### src/rtl/loss_layer_ctrl.sv
// loss_layer_ctrl: batch sequencer for the softmax-with-loss datapath.
// Define LOSS_CTRL_LABEL_CHECK_EN to drop samples whose label is out of range and flag label_err.
module loss_layer_ctrl #(
    parameter int WIDTH     = 8,
    parameter int SUB_DELAY = 7,
    parameter int EXP_DELAY = 17,
    parameter int ADD_DELAY = 7,
    parameter int DIV_DELAY = 6,
    parameter int LOG_DELAY = 21
) (
    input  logic                   clk,
    input  logic                   reset,
    input  logic                   start,
    input  logic [15:0]            batch_len,
    output logic                   busy,
    output logic [15:0]            sample_cnt,
    input  logic                   in_valid,
    output logic                   in_ready,
    input  logic [WIDTH-1:0][31:0] in_vec,
    input  logic [31:0]            in_label,
    input  logic [7:0]             in_id,
    output logic                   dp_reset_n,
    output logic [WIDTH-1:0][31:0] dp_all_clsf,
    output logic [31:0]            dp_corr_clsf,
    output logic [7:0]             dp_id,
    output logic                   dp_f_overall_sum,
    input  logic [31:0]            dp_data_out,
    output logic                   loss_valid,
    input  logic                   loss_ready,
`ifdef LOSS_CTRL_LABEL_CHECK_EN
    output logic                   label_err,
`endif
    output logic [31:0]            loss_out
);
    localparam int SUM_CYC = SUB_DELAY + EXP_DELAY + ADD_DELAY * $clog2(WIDTH);
    localparam int FIN_CYC = DIV_DELAY + LOG_DELAY - 1;
    localparam int MAX_A   = SUM_CYC > ADD_DELAY ? SUM_CYC : ADD_DELAY;
    localparam int MAX_CYC = MAX_A > FIN_CYC ? MAX_A : FIN_CYC;
    localparam int CW      = $clog2(MAX_CYC + 1);

    typedef enum logic [2:0] {IDLE, CLR, FETCH, SUM_WAIT, ACC_PULSE, ACC_WAIT, FINAL_WAIT, OUT} state_t;

    state_t        state, nxt;
    logic [CW-1:0] dcnt, load;
    logic [15:0]   len_q, cnt_inc;
    logic          hs, bad, done;

    always_comb begin
        hs = state == FETCH && in_valid;
`ifdef LOSS_CTRL_LABEL_CHECK_EN
        bad = in_label >= 32'(WIDTH);
`else
        bad = 1'b0;
`endif
        cnt_inc = sample_cnt == 16'hFFFF ? sample_cnt : sample_cnt + 16'd1;
        done = dcnt == '0;
        nxt = state;
        case (state)
            IDLE:       nxt = start && batch_len != 16'd0 ? CLR : IDLE;
            CLR:        nxt = FETCH;
            // a dropped sample skips the datapath and goes straight to the batch-end decision
            FETCH:      nxt = !hs ? FETCH : !bad ? SUM_WAIT : cnt_inc < len_q ? FETCH : FINAL_WAIT;
            SUM_WAIT:   nxt = done ? ACC_PULSE : SUM_WAIT;
            ACC_PULSE:  nxt = ACC_WAIT;
            ACC_WAIT:   nxt = !done ? ACC_WAIT : sample_cnt < len_q ? FETCH : FINAL_WAIT;
            FINAL_WAIT: nxt = done ? OUT : FINAL_WAIT;
            OUT:        nxt = loss_ready ? IDLE : OUT;
            default:    nxt = IDLE;
        endcase
        load = nxt == SUM_WAIT ? CW'(SUM_CYC - 1) : nxt == ACC_WAIT ? CW'(ADD_DELAY - 1) : CW'(FIN_CYC - 1);
    end

    always_ff @(posedge clk) begin
        if (reset) begin
            state            <= IDLE;
            dcnt             <= '0;
            len_q            <= '0;
            dp_reset_n       <= 1'b0;
            in_ready         <= 1'b0;
            busy             <= 1'b0;
            loss_valid       <= 1'b0;
            dp_f_overall_sum <= 1'b0;
            loss_out         <= '0;
            sample_cnt       <= '0;
            dp_all_clsf      <= '0;
            dp_corr_clsf     <= '0;
            dp_id            <= '0;
`ifdef LOSS_CTRL_LABEL_CHECK_EN
            label_err        <= 1'b0;
`endif
        end else begin
            state            <= nxt;
            dp_reset_n       <= nxt != CLR;
            in_ready         <= nxt == FETCH;
            busy             <= nxt != IDLE;
            dp_f_overall_sum <= nxt == ACC_PULSE;
            loss_valid       <= nxt == OUT;
            dcnt             <= nxt != state ? load : done ? dcnt : dcnt - 1'b1;
            if (state == IDLE && nxt == CLR) begin
                len_q      <= batch_len;
                sample_cnt <= '0;
`ifdef LOSS_CTRL_LABEL_CHECK_EN
                label_err  <= 1'b0;
`endif
            end
            if (hs) sample_cnt <= cnt_inc;
            if (hs && !bad) begin
                dp_all_clsf  <= in_vec;
                dp_corr_clsf <= in_label;
                dp_id        <= in_id;
            end
`ifdef LOSS_CTRL_LABEL_CHECK_EN
            if (hs && bad) label_err <= 1'b1;
`endif
            if (state == FINAL_WAIT && done) loss_out <= dp_data_out;
        end
    end
endmodule

### config.mk
export PLATFORM = sky130hd
export DESIGN_NAME = loss_layer_ctrl
export DESIGN_NICKNAME = d
export VERILOG_FILES = /design/src/rtl/loss_layer_ctrl.sv
export SDC_FILE = /design/constraint.sdc
export NUM_CORES = 1
export LEC_CHECK = 0
export ABC_AREA = 0
export CAP_MARGIN = 20
export CORE_AREA = 5 5 271 273
export DETAILED_ROUTE_END_ITERATION = 10
export DIE_AREA = 0 0 276 278
export PLACE_DENSITY = 0.55
export SYNTH_ARGS = -nofsm -noshare
export SYNTH_HDL_FRONTEND = slang
export SYNTH_SLANG_ARGS = --single-unit
### constraint.sdc
create_clock -name clk -period 4 [get_ports clk]
set_input_delay 0.8 -clock clk [delete_from_list [all_inputs] [get_ports clk]]
set_output_delay 0.8 -clock clk [all_outputs]
set_load 0.005 [all_outputs]
==> results.yml, run 1 <==
timing:
  drv_slew: 0
  hold_viol: 0
  finClkSkew_ps: 16.57
  min_period_ps: 2774
  period_share_pct: 69.35
  fmax_ghz: 0.3605
  max_slew_margin_pct: 17.28
  rsz0062_at_grt: "no"
  setup_viol_count_final: 0
  tightest_slew_ps: 1241
  fin_tns_setup_ps: 0
worst_setup_path:
  reg2regPathDepth: 5
  cp_cell_sequence: "clkdlybuf4s50_1, or4_1, o41ai_2, nand2_1, a32oi_4, mux2i_1, nor2_1"
  r2r_end: "dp_all_clsf[185]$_SDFFE_PP0P_"
  end_kind: "flip-flop"
  cp.depth: 7
  crit_fanout: 7
  slowest_stage: "o41ai_2"
  arrival_ps: 3200
  crit_family: "compound AO/OA/AOI/OAI gates"
  r2r_slack_ps: 1480
  critical_path.endpoint: "dcnt[0]$_SDFFE_PP0P_"
  rr_startpoint: "state[0]$_SDFF_PP0_"
  critPathMaxStageDelay_ps: 640
  worst-path-buf-inv: 1
  crit_path_start: "batch_len[8]"
  path_class: "input pin to flip-flop"
  required_ps: 4430
  cp-start-kind: "input pin"
clock_tree:
  cts-root-buf: "clkbuf_16"
  clk_pin_slew_ps: 60
  cts_tree: "built"
  htree_levels: 2
  hold_buffers: 0
  clock-sinks: 374
  clockBufferDepth: 3
  ctsResizeCount: 0
  cts_buffers: 44
  cts_setup_buffers: 0
  clkLatencyLatePin_ps: 560
place:
  post_dp_cell_area_um2: 21830
  io_buffers: 697
  hpwl_mm: 42.32
  gp_congestion: 0.8239
global_routing:
  antenna_found_initial: 8
  grt_pass1_wl_mm: 86.45
  overflow: 0
  grt_pass1_vias: 14220
  grt_max_degree: 212
  grt_util_all_layers_pct: 13.98
layout:
  nets: 2733
  layout_common_cells: "clkdlybuf4s50_1 (696), nand2_1 (645), dfxtp_1 (374), a21oi_1 (316), clkbuf_16 (46)"
  layout_commonest_cell: "clkdlybuf4s50_1"
  design_area_um2: 23320
  area_delta_synth_final_pct: 67.38
  multi_input_area_um2: 5843
  seqCellArea_um2: 7487
  drive_above_1_share_pct: 7.048
  final.fill_count: 7431
power:
  combinationalPowerShare_pct: 15.3
  vdd_drop_max_mv: 0.2955
  swShare_pct: 25.16
  p_sw_mw: 2.426
  p_clk_share_pct: 42.7
  p_leak_nw: 7.865
  powerDensity_nw_per_um2: 413.4
  p_seq_share_pct: 42.0
  p_int_mw: 7.216
yosys:
  synthFlopType: "dfxtp_1"
  synth_seq_cells: 374
  synthArstFlopShare_pct: 0
  syn_area_um2: 13930
  synthCells: 1726
  synth_seq_area_share_pct: 53.74
  synth_edf_count: 0
  synth_warnings: 0
  postSynthAreaPerCell_um2: 8.073
  synth_fp_nets: 2092
  synth.distinct_cells: 56
floorplanning:
  initial_utilization_pct: 19.66
  dieArea_um2: 76730
  placementRows: 98
  fp.dieW_um: 276
  core_region_area_um2: 70870
  io_pins: 698
  die_y_um: 278
run_status:
  outcome: "completed"
route:
  routedWlPerCell_um: 17.15
  drc: 0
  dr.pass1.iters: 6
  drt-total-wl_mm: 57.52
  via_count: 14082
  drt_iter0_markers: 687
  antenna_left: 0
  detail_route.vias_per_cell: 4.200
hold_path:
  min_path_type: "flip-flop to flip-flop"
flow_run:
  drv_cap: 0
[state kept, by name, indices dropped and copies added (netlist names)]
register          flops
dp_all_clsf         256
dp_corr_clsf         32
loss_out             32
len_q                16
sample_cnt           16
dp_id                 8
dcnt                  6
state                 3
busy                  1
dp_f_overall_sum      1
dp_reset_n            1
in_ready              1
loss_valid            1
[power groups by stage]
stage	combinational, mW	sequential [mW]	clock (mW)
after detailed placement	1.49	4.13	0
after global placement	1.48	4.12	0
after CTS	1.50	4.05	4.27
after floorplan	0.637	4.10	0
after global routing	1.61	4.07	4.42
final	1.48	4.05	4.12
[worst reg2reg max path, delay by kind of cell (launching register included)]
family                 cells  cell delay, ps
and+or+nand+nor            3            1010
AOI/OAI and AO/OA          1             200
buffers and inverters      1             480
DFF                        1             750
[kinds of logic after synthesis]
logic type	share of synthesized area (%)
AND/OR/NAND/NOR	22.80
AO/OA/AOI/OAI	15.73
flip-flops	53.74
buffers and inverters	4.472
multiplexers	1.293
adder cells (fa/ha/maj)	1.527
XOR/XNOR	0.4400
[worst min-delay path by stage]
stage | startpoint | to | slack [ps] | depth (start not counted)
after CTS | dp_all_clsf[130]$_SDFFE_PP0P_ | dp_all_clsf[130]$_SDFFE_PP0P_ | 450 | 2
after global placement | dp_all_clsf[31]$_SDFFE_PP0P_ | dp_all_clsf[31]$_SDFFE_PP0P_ | 440 | 2
after floorplan | loss_out[0]$_SDFFE_PP0P_ | loss_out[0]$_SDFFE_PP0P_ | 450 | 2
final | dp_all_clsf[111]$_SDFFE_PP0P_ | dp_all_clsf[111]$_SDFFE_PP0P_ | 450 | 2
after detailed placement | dp_all_clsf[57]$_SDFFE_PP0P_ | dp_all_clsf[57]$_SDFFE_PP0P_ | 450 | 2
after global routing | dp_all_clsf[207]$_SDFFE_PP0P_ | dp_all_clsf[207]$_SDFFE_PP0P_ | 470 | 2
[per-layer routing]
layer	track usage, %	vias up	part of all wire [%]
li1	-	6915	-
met1	16.25	6581	40
met2	24.35	496	49
met3	4.572	86	7.5
met4	4.751	4	2.9
met5	0	-	0.040
[cell type report]
cell class / count / share of cell area [%]
antenna: 5 / 0.05365
clock buffer: 61 / 5.521
clock inverter: 16 / 0.8316
inverter: 21 / 0.3380
multi-input combinational: 1206 / 25.05
sequential: 374 / 32.10
tap: 950 / 5.097
timing repair buffer: 720 / 31.00
[metrics by stage]
step | util [%] | power (mW) | instances | hold WS (ps) | setup WS (ps)
floorplan | - | 4.740 | 1726 | 448.2 | 1512
global placement | 30.80 | 5.594 | 3271 | 440.5 | 617.3
detailed placement | 30.80 | 5.616 | 3271 | 445.3 | 627.2
CTS | 32.89 | 9.815 | 3348 | 453.4 | 1245
global route | 32.90 | 10.11 | 3352 | 465.8 | 1195
finish | 32.91 | 9.642 | 3353 | 451.3 | 1226
[cells in the mapped netlist (3+ instances only)]
library cell / number / area (µm²)
nand2_2: 30 / 187.7
buf_6: 6 / 67.56
and2_1: 3 / 18.77
dfxtp_1: 374 / 7487
nor2_1: 41 / 153.9
a21oi_2: 31 / 271.5
or4_1: 5 / 37.54
buf_2: 21 / 105.1
and3_1: 4 / 25.02
a22oi_1: 3 / 22.52
nand2_1: 645 / 2421
a21oi_1: 316 / 1582
o21ai_1: 5 / 25.02
xor2_1: 5 / 43.79
inv_1: 21 / 78.83
buf_1: 4 / 15.01
mux2i_1: 18 / 180.2
nand4_1: 6 / 37.54
or3_1: 3 / 18.77
nand4b_1: 3 / 26.28
nor3_1: 8 / 40.04
ha_1: 17 / 212.7
a211oi_1: 4 / 30.03
clkbuf_1: 93 / 349.1
a21o_1: 3 / 22.52
nand3_1: 11 / 55.05
a31oi_1: 5 / 31.28
nor3b_1: 3 / 22.52
o21ai_0: 6 / 30.03
(Power assumes the default switching activity.)
==> run 2, diff against run 1 <==
--- a/config.mk
+++ b/config.mk
@@ -7,10 +7,10 @@
 export LEC_CHECK = 0
 export ABC_AREA = 0
 export CAP_MARGIN = 20
-export CORE_AREA = 5 5 271 273
+export CORE_AREA = 5 5 265 267
 export DETAILED_ROUTE_END_ITERATION = 10
-export DIE_AREA = 0 0 276 278
-export PLACE_DENSITY = 0.55
+export DIE_AREA = 0 0 270 272
+export PLACE_DENSITY = 0.57
 export SYNTH_ARGS = -nofsm -noshare
 export SYNTH_HDL_FRONTEND = slang
 export SYNTH_SLANG_ARGS = --single-unit
==> constraint.sdc (replaced) <==
create_clock -name clk -period 2.7 [get_ports clk]
set_input_delay 0.54 -clock clk [delete_from_list [all_inputs] [get_ports clk]]
set_output_delay 0.54 -clock clk [all_outputs]
set_load 0.005 [all_outputs]
==> run 2 against run 1 <==
Net effect: routed wire length is 3.4% lower; combinational power up 53%; non-clock buffer count increased by 28; utilization up 1.8 points; sequential cell count did not move; sequential power increased by 48%; critical endpoint unchanged; highest routed layer is now met4; worst hold slack got worse by 54 ps; clock power is 46% higher; global-route usage is 0.15 points higher; critical path depth increased by 1; die area down 4.3%; total power grew 48%.
==> results.yml, run 2 (synthesis results as in run 1) <==
route:
  highest_layer: "met4"
  drt_iter0_markers: 823
  antenna_left: 0
  wl_met2_mm: 27.55
  dr.pass1.iters: 5
  drc: 0
  via_count: 14140
  detail_route.vias_per_cell: 4.268
  wl_met1_mm: 22.13
  wl_met3_mm: 4.358
  routedWlPerCell_um: 16.77
  drt-total-wl_mm: 55.57
timing:
  tightest_slew_ps: 629.0
  max_slew_margin_pct: 58.01
  timing.final.ws_setup_ps: 348.0
  period_share_pct: 87.11
  finClkSkew_ps: 20.64
  hold_viol: 0
  rsz0062_at_grt: "no"
  hold_slack_ps: 397.7
  fmax_ghz: 0.4252
  min_period_ps: 2352
  fin_tns_setup_ps: 0
  drv_slew: 0
  setup_viol_count_final: 0
global_routing:
  antenna_found_initial: 2
  grt_pass1_wl_mm: 83.98
  grt_util_all_layers_pct: 14.13
  grt_pass1_vias: 14145
  overflow: 0
  grt_max_degree: 85
worst_setup_path:
  crit_fanout: 6
  cp-start-kind: "input pin"
  end_kind: "flip-flop"
  path_class: "input pin to flip-flop"
  arrival_ps: 2760
  required_ps: 3110
  r2r_slack_ps: 400
power:
  p_leak_nw: 8.022
  vdd_drop_max_mv: 0.4333
  powerDensity_nw_per_um2: 605.9
layout:
  largest_reg_flops: 256
  top_register: "dp_all_clsf"
  nets: 2761
  layout_commonest_cell: "clkdlybuf4s50_1"
  utilization_pct: 34.67
  multi_input_area_um2: 5843
  drive_above_1_share_pct: 8.028
  layout_common_cells: "clkdlybuf4s50_1 (696), nand2_1 (645), dfxtp_1 (374), a21oi_1 (316), clkbuf_16 (44)"
  area_delta_synth_final_pct: 68.88
  top_regs: "dp_all_clsf x256, dp_corr_clsf x32, loss_out x32"
  seqCellArea_um2: 7487
  final.fill_count: 6968
floorplanning:
  initial_utilization_pct: 20.53
  core_region_area_um2: 67870
  fp.dieW_um: 270
  io_pins: 698
  dieArea_um2: 73440
  die_y_um: 272
  placementRows: 96
hold_path:
  min_path_type: "input pin to flip-flop"
clock_tree:
  htree_levels: 2
  cts_setup_buffers: 0
  clkLatencyLatePin_ps: 560
  cts_tree: "built"
  ctsResizeCount: 0
  hold_buffers: 0
  clockBufferDepth: 3
  cts_buffers: 44
  clk_pin_slew_ps: 50
  clock-sinks: 374
  cts-root-buf: "clkbuf_16"
place:
  post-place-ws_ps: -224.0
  io_buffers: 697
  hpwl_mm: 41.53
  gp_congestion: 0.9318
flow_run:
  drv_cap: 0
run_status:
  outcome: "completed"
-- run 2: layout make-up --
| class | count | area share, % |
|---|---|---|
| antenna | 2 | 0.02127 |
| clock buffer | 67 | 5.514 |
| clock inverter | 13 | 0.6965 |
| inverter | 21 | 0.3350 |
| multi-input combinational | 1206 | 24.83 |
| sequential | 374 | 31.82 |
| tap | 882 | 4.690 |
| timing repair buffer | 748 | 32.09 |
-- run 2: per-layer routing --
metal / vias up / track usage, %
li1: 6975 / -
met1: 6543 / 16.29
met2: 536 / 25.19
met3: 86 / 4.413
met4: 0 / 4.186
met5: - / 0
-- run 2: worst paths after layout --
| check | endpoint | depth (start not counted) | from |
|---|---|---|---|
| setup reg to reg | sample_cnt[14]$_SDFFE_PP0P_ | 8 | sample_cnt[0]$_SDFFE_PP0P_ |
| hold reg to reg | dp_corr_clsf[25]$_SDFFE_PP0P_ | 2 | dp_corr_clsf[25]$_SDFFE_PP0P_ |
| setup / recovery | dcnt[0]$_SDFFE_PP0P_ | 8 | batch_len[7] |
| hold / removal | dp_all_clsf[13]$_SDFFE_PP0P_ | 2 | reset |
-- run 2: metrics by stage --
stage / power, mW / std cells / cell area (µm²)
detailed placement: 8.387 / 3231 / 22060
floorplan: 7.022 / 1726 / 13930
CTS: 14.51 / 3311 / 23530
global placement: 8.359 / 3231 / 22060
global route: 14.90 / 3312 / 23530
finish: 14.26 / 3313 / 23530
-- run 2: power by group --
part	switching [mW]	internal, mW	leakage [nW]
Clock	2.41	3.60	0.713
Sequential	0.176	5.80	3.03
Combinational	1.02	1.26	4.28
-- run 2: critical path, stage by stage --
cell	delay (ps)
clkdlybuf4s50_1	420
or4_1	550
o41ai_2	450
buf_4	180
nand2_1	80
a32oi_4	250
mux2i_1	230
nor2_1	50
==> run 3, diff against run 2 <==
--- a/config.mk
+++ b/config.mk
@@ -7,9 +7,9 @@
 export LEC_CHECK = 0
 export ABC_AREA = 0
 export CAP_MARGIN = 20
-export CORE_AREA = 5 5 265 267
+export CORE_AREA = 5 5 271 273
 export DETAILED_ROUTE_END_ITERATION = 10
-export DIE_AREA = 0 0 270 272
+export DIE_AREA = 0 0 276 278
 export PLACE_DENSITY = 0.57
 export SYNTH_ARGS = -nofsm -noshare
 export SYNTH_HDL_FRONTEND = slang
==> constraint.sdc (replaced) <==
create_clock -name clk -period 1.9 [get_ports clk]
set_input_delay 0.38 -clock clk [delete_from_list [all_inputs] [get_ports clk]]
set_output_delay 0.38 -clock clk [all_outputs]
set_load 0.005 [all_outputs]
==> run 3 against run 2 <==
Net effect: sequential power up 42%; combinational power up 66%; utilization up 0.92 points; cell count up 5.4%; sequential share of layout area down 1.9 points; sequential cell count unchanged; the flow now finishes with violations (negative setup slack); total power up 47%; non-clock buffer count up 110.
==> results.yml, run 3 (synthesis results as in run 1) <==
run_status:
  outcome: "complete, but fails checks"
  violations: "negative setup slack"
worst_setup_path:
  crit_family: "simple AND/OR/NAND/NOR gates"
  slowest_stage: "or4b_4"
  cp_cell_sequence: "inv_2, ha_4, or4b_4, nor2_4, o21ai_2, or4_4, o21ai_4, and3_1"
  worst-path-buf-inv: 1
  required_ps: 2410
  arrival_ps: 2610
  critPathMaxStageDelay_ps: 500
  crit_fanout: 5
  path_class: "flip-flop to flip-flop"
  end_kind: "flip-flop"
  cp-start-kind: "flip-flop"
clock_tree:
  clockBufferDepth: 3
  clk_pin_slew_ps: 60
  cts-root-buf: "clkbuf_16"
  htree_levels: 2
  cts_tree: "built"
  clkLatencyLatePin_ps: 570
  cts_buffers: 45
  clock-sinks: 374
  hold_buffers: 0
floorplanning:
  die_y_um: 278
  io_pins: 698
  dieArea_um2: 76730
  core_region_area_um2: 70870
  fp.dieW_um: 276
  initial_utilization_pct: 19.66
  placementRows: 98
timing:
  timing.final.ws_setup_ps: -198.0
  fin_tns_setup_ps: -6549
  period_share_pct: 110.4
  finClkSkew_ps: 18.13
  max_slew_margin_pct: 68.63
  fmax_ghz: 0.4766
  tightest_slew_ps: 470.0
  setup_viol_count_final: 44
  hold_viol: 0
  drv_slew: 0
  min_period_ps: 2098
  rsz0062_at_grt: "yes"
global_routing:
  grt_util_all_layers_pct: 14.27
  grt_pass1_wl_mm: 87.11
  overflow: 0
  antenna_found_initial: 4
  grt_max_degree: 66
  grt_pass1_vias: 14171
route:
  dr.pass1.iters: 5
  via_count: 14368
  routedWlPerCell_um: 16.89
  drt-total-wl_mm: 58.95
  drt_iter0_markers: 649
  detail_route.vias_per_cell: 4.116
  antenna_left: 0
  drc: 0
layout:
  final.fill_count: 7437
  largest_reg_flops: 256
  drive_above_1_share_pct: 14.85
  area_delta_synth_final_pct: 81.03
  nets: 2872
  layout_commonest_cell: "nand2_1"
  layout_common_cells: "nand2_1 (633), clkdlybuf4s50_1 (617), dfxtp_1 (350), a21oi_1 (312), buf_4 (112)"
  top_regs: "dp_all_clsf x256, dp_corr_clsf x32, loss_out x32"
  top_register: "dp_all_clsf"
power:
  p_clk_share_pct: 41.4
  powerDensity_nw_per_um2: 828.2
  swShare_pct: 25.91
  p_int_mw: 15.48
  vdd_drop_max_mv: 0.6384
  combinationalPowerShare_pct: 18.1
  p_leak_nw: 9.636
  p_sw_mw: 5.413
  total_power_mw: 20.89
  p_seq_share_pct: 40.6
place:
  io_buffers: 697
  hpwl_mm: 44.36
  gp_congestion: 0.8426
flow_run:
  drv_cap: 0
hold_path:
  min_path_type: "input pin to flip-flop"
run 3: changes by cell type in the layout (fill, tap and decap cells not counted), moves of 13 or more:
cell | before | now
buf_12 | 15 | 34
nand2_4 | 0 | 13
dlymetal6s2s_1 | 0 | 32
dfxtp_1 | 374 | 350
buf_4 | 36 | 112
dlygate4sd2_1 | 0 | 47
clkdlybuf4s50_1 | 696 | 617
dfxtp_2 | 0 | 16
run 3: worst paths after layout:
path / cells after the start / startpoint / endpoint / slack (ps)
setup reg to reg: 8 / dcnt[1]$_SDFFE_PP0P_ / in_ready$_SDFF_PP0_ / -200
hold / removal: 2 / reset / state[2]$_SDFF_PP0_ / 150
hold reg to reg: 2 / dp_all_clsf[93]$_SDFFE_PP0P_ / dp_all_clsf[93]$_SDFFE_PP0P_ / 450
setup / recovery: 8 / dcnt[1]$_SDFFE_PP0P_ / in_ready$_SDFF_PP0_ / -200
run 3: final cells by class:
class	count	area [µm²]	area share [%]
Multi-Input combinational cell	1206	6138	24.34
Sequential cell	374	7537	29.88
Clock inverter	18	202.7	0.8036
Clock buffer	62	1270	5.035
Inverter	21	78.83	0.3125
Antenna cell	2	5.005	0.01984
Tap cell	950	1189	4.712
Timing Repair Buffer	858	8803	34.90
run 3: metal layers:
| metal | up-vias | share of wire (%) | GRT usage, % |
|---|---|---|---|
| li1 | 7204 | - | - |
| met1 | 6577 | 39 | 16.19 |
| met2 | 502 | 49 | 24.99 |
| met3 | 81 | 9.1 | 5.645 |
| met4 | 4 | 2.3 | 4.059 |
| met5 | - | 0.059 | 0 |
run 3: what timing repair did:
action,CTS,global route
pin swaps,21,28
endpoints found under the hold margin,0,0
buffers inserted,10,4
gates resized for setup,107,80
gates cloned,5,3
setup endpoints to repair,123,93
run 3: through the flow:
stage	setup WS [ps]	util, %	hold slack (ps)	std cells	cell area (µm²)
detailed placement	-728.6	32.50	443.4	3387	23040
finish	-198.0	35.59	153.1	3491	25220
CTS	-229.5	35.09	127.1	3482	24870
global placement	-719.6	32.50	439.2	3387	23040
floorplan	-216.1	-	448.2	1726	13990
global route	-294.7	35.59	154.2	3491	25220
run 3: power by group through the flow:
stage	clock [mW]	sequential (mW)	combinational, mW
2_1_floorplan	0	8.64	1.36
3_3_place_gp	0	8.64	3.62
3_5_place_dp	0	8.65	3.60
4_1_cts	8.96	8.48	3.78
5_1_grt	9.32	8.52	4.09
6_report	8.64	8.48	3.77
run 3: worst register-to-register path, cell delays in order (launching register included):
cell	delay (ps)
dfxtp_2	320
inv_2	60
ha_4	120
or4b_4	500
nor2_4	130
o21ai_2	70
or4_4	430
o21ai_4	210
and3_1	190
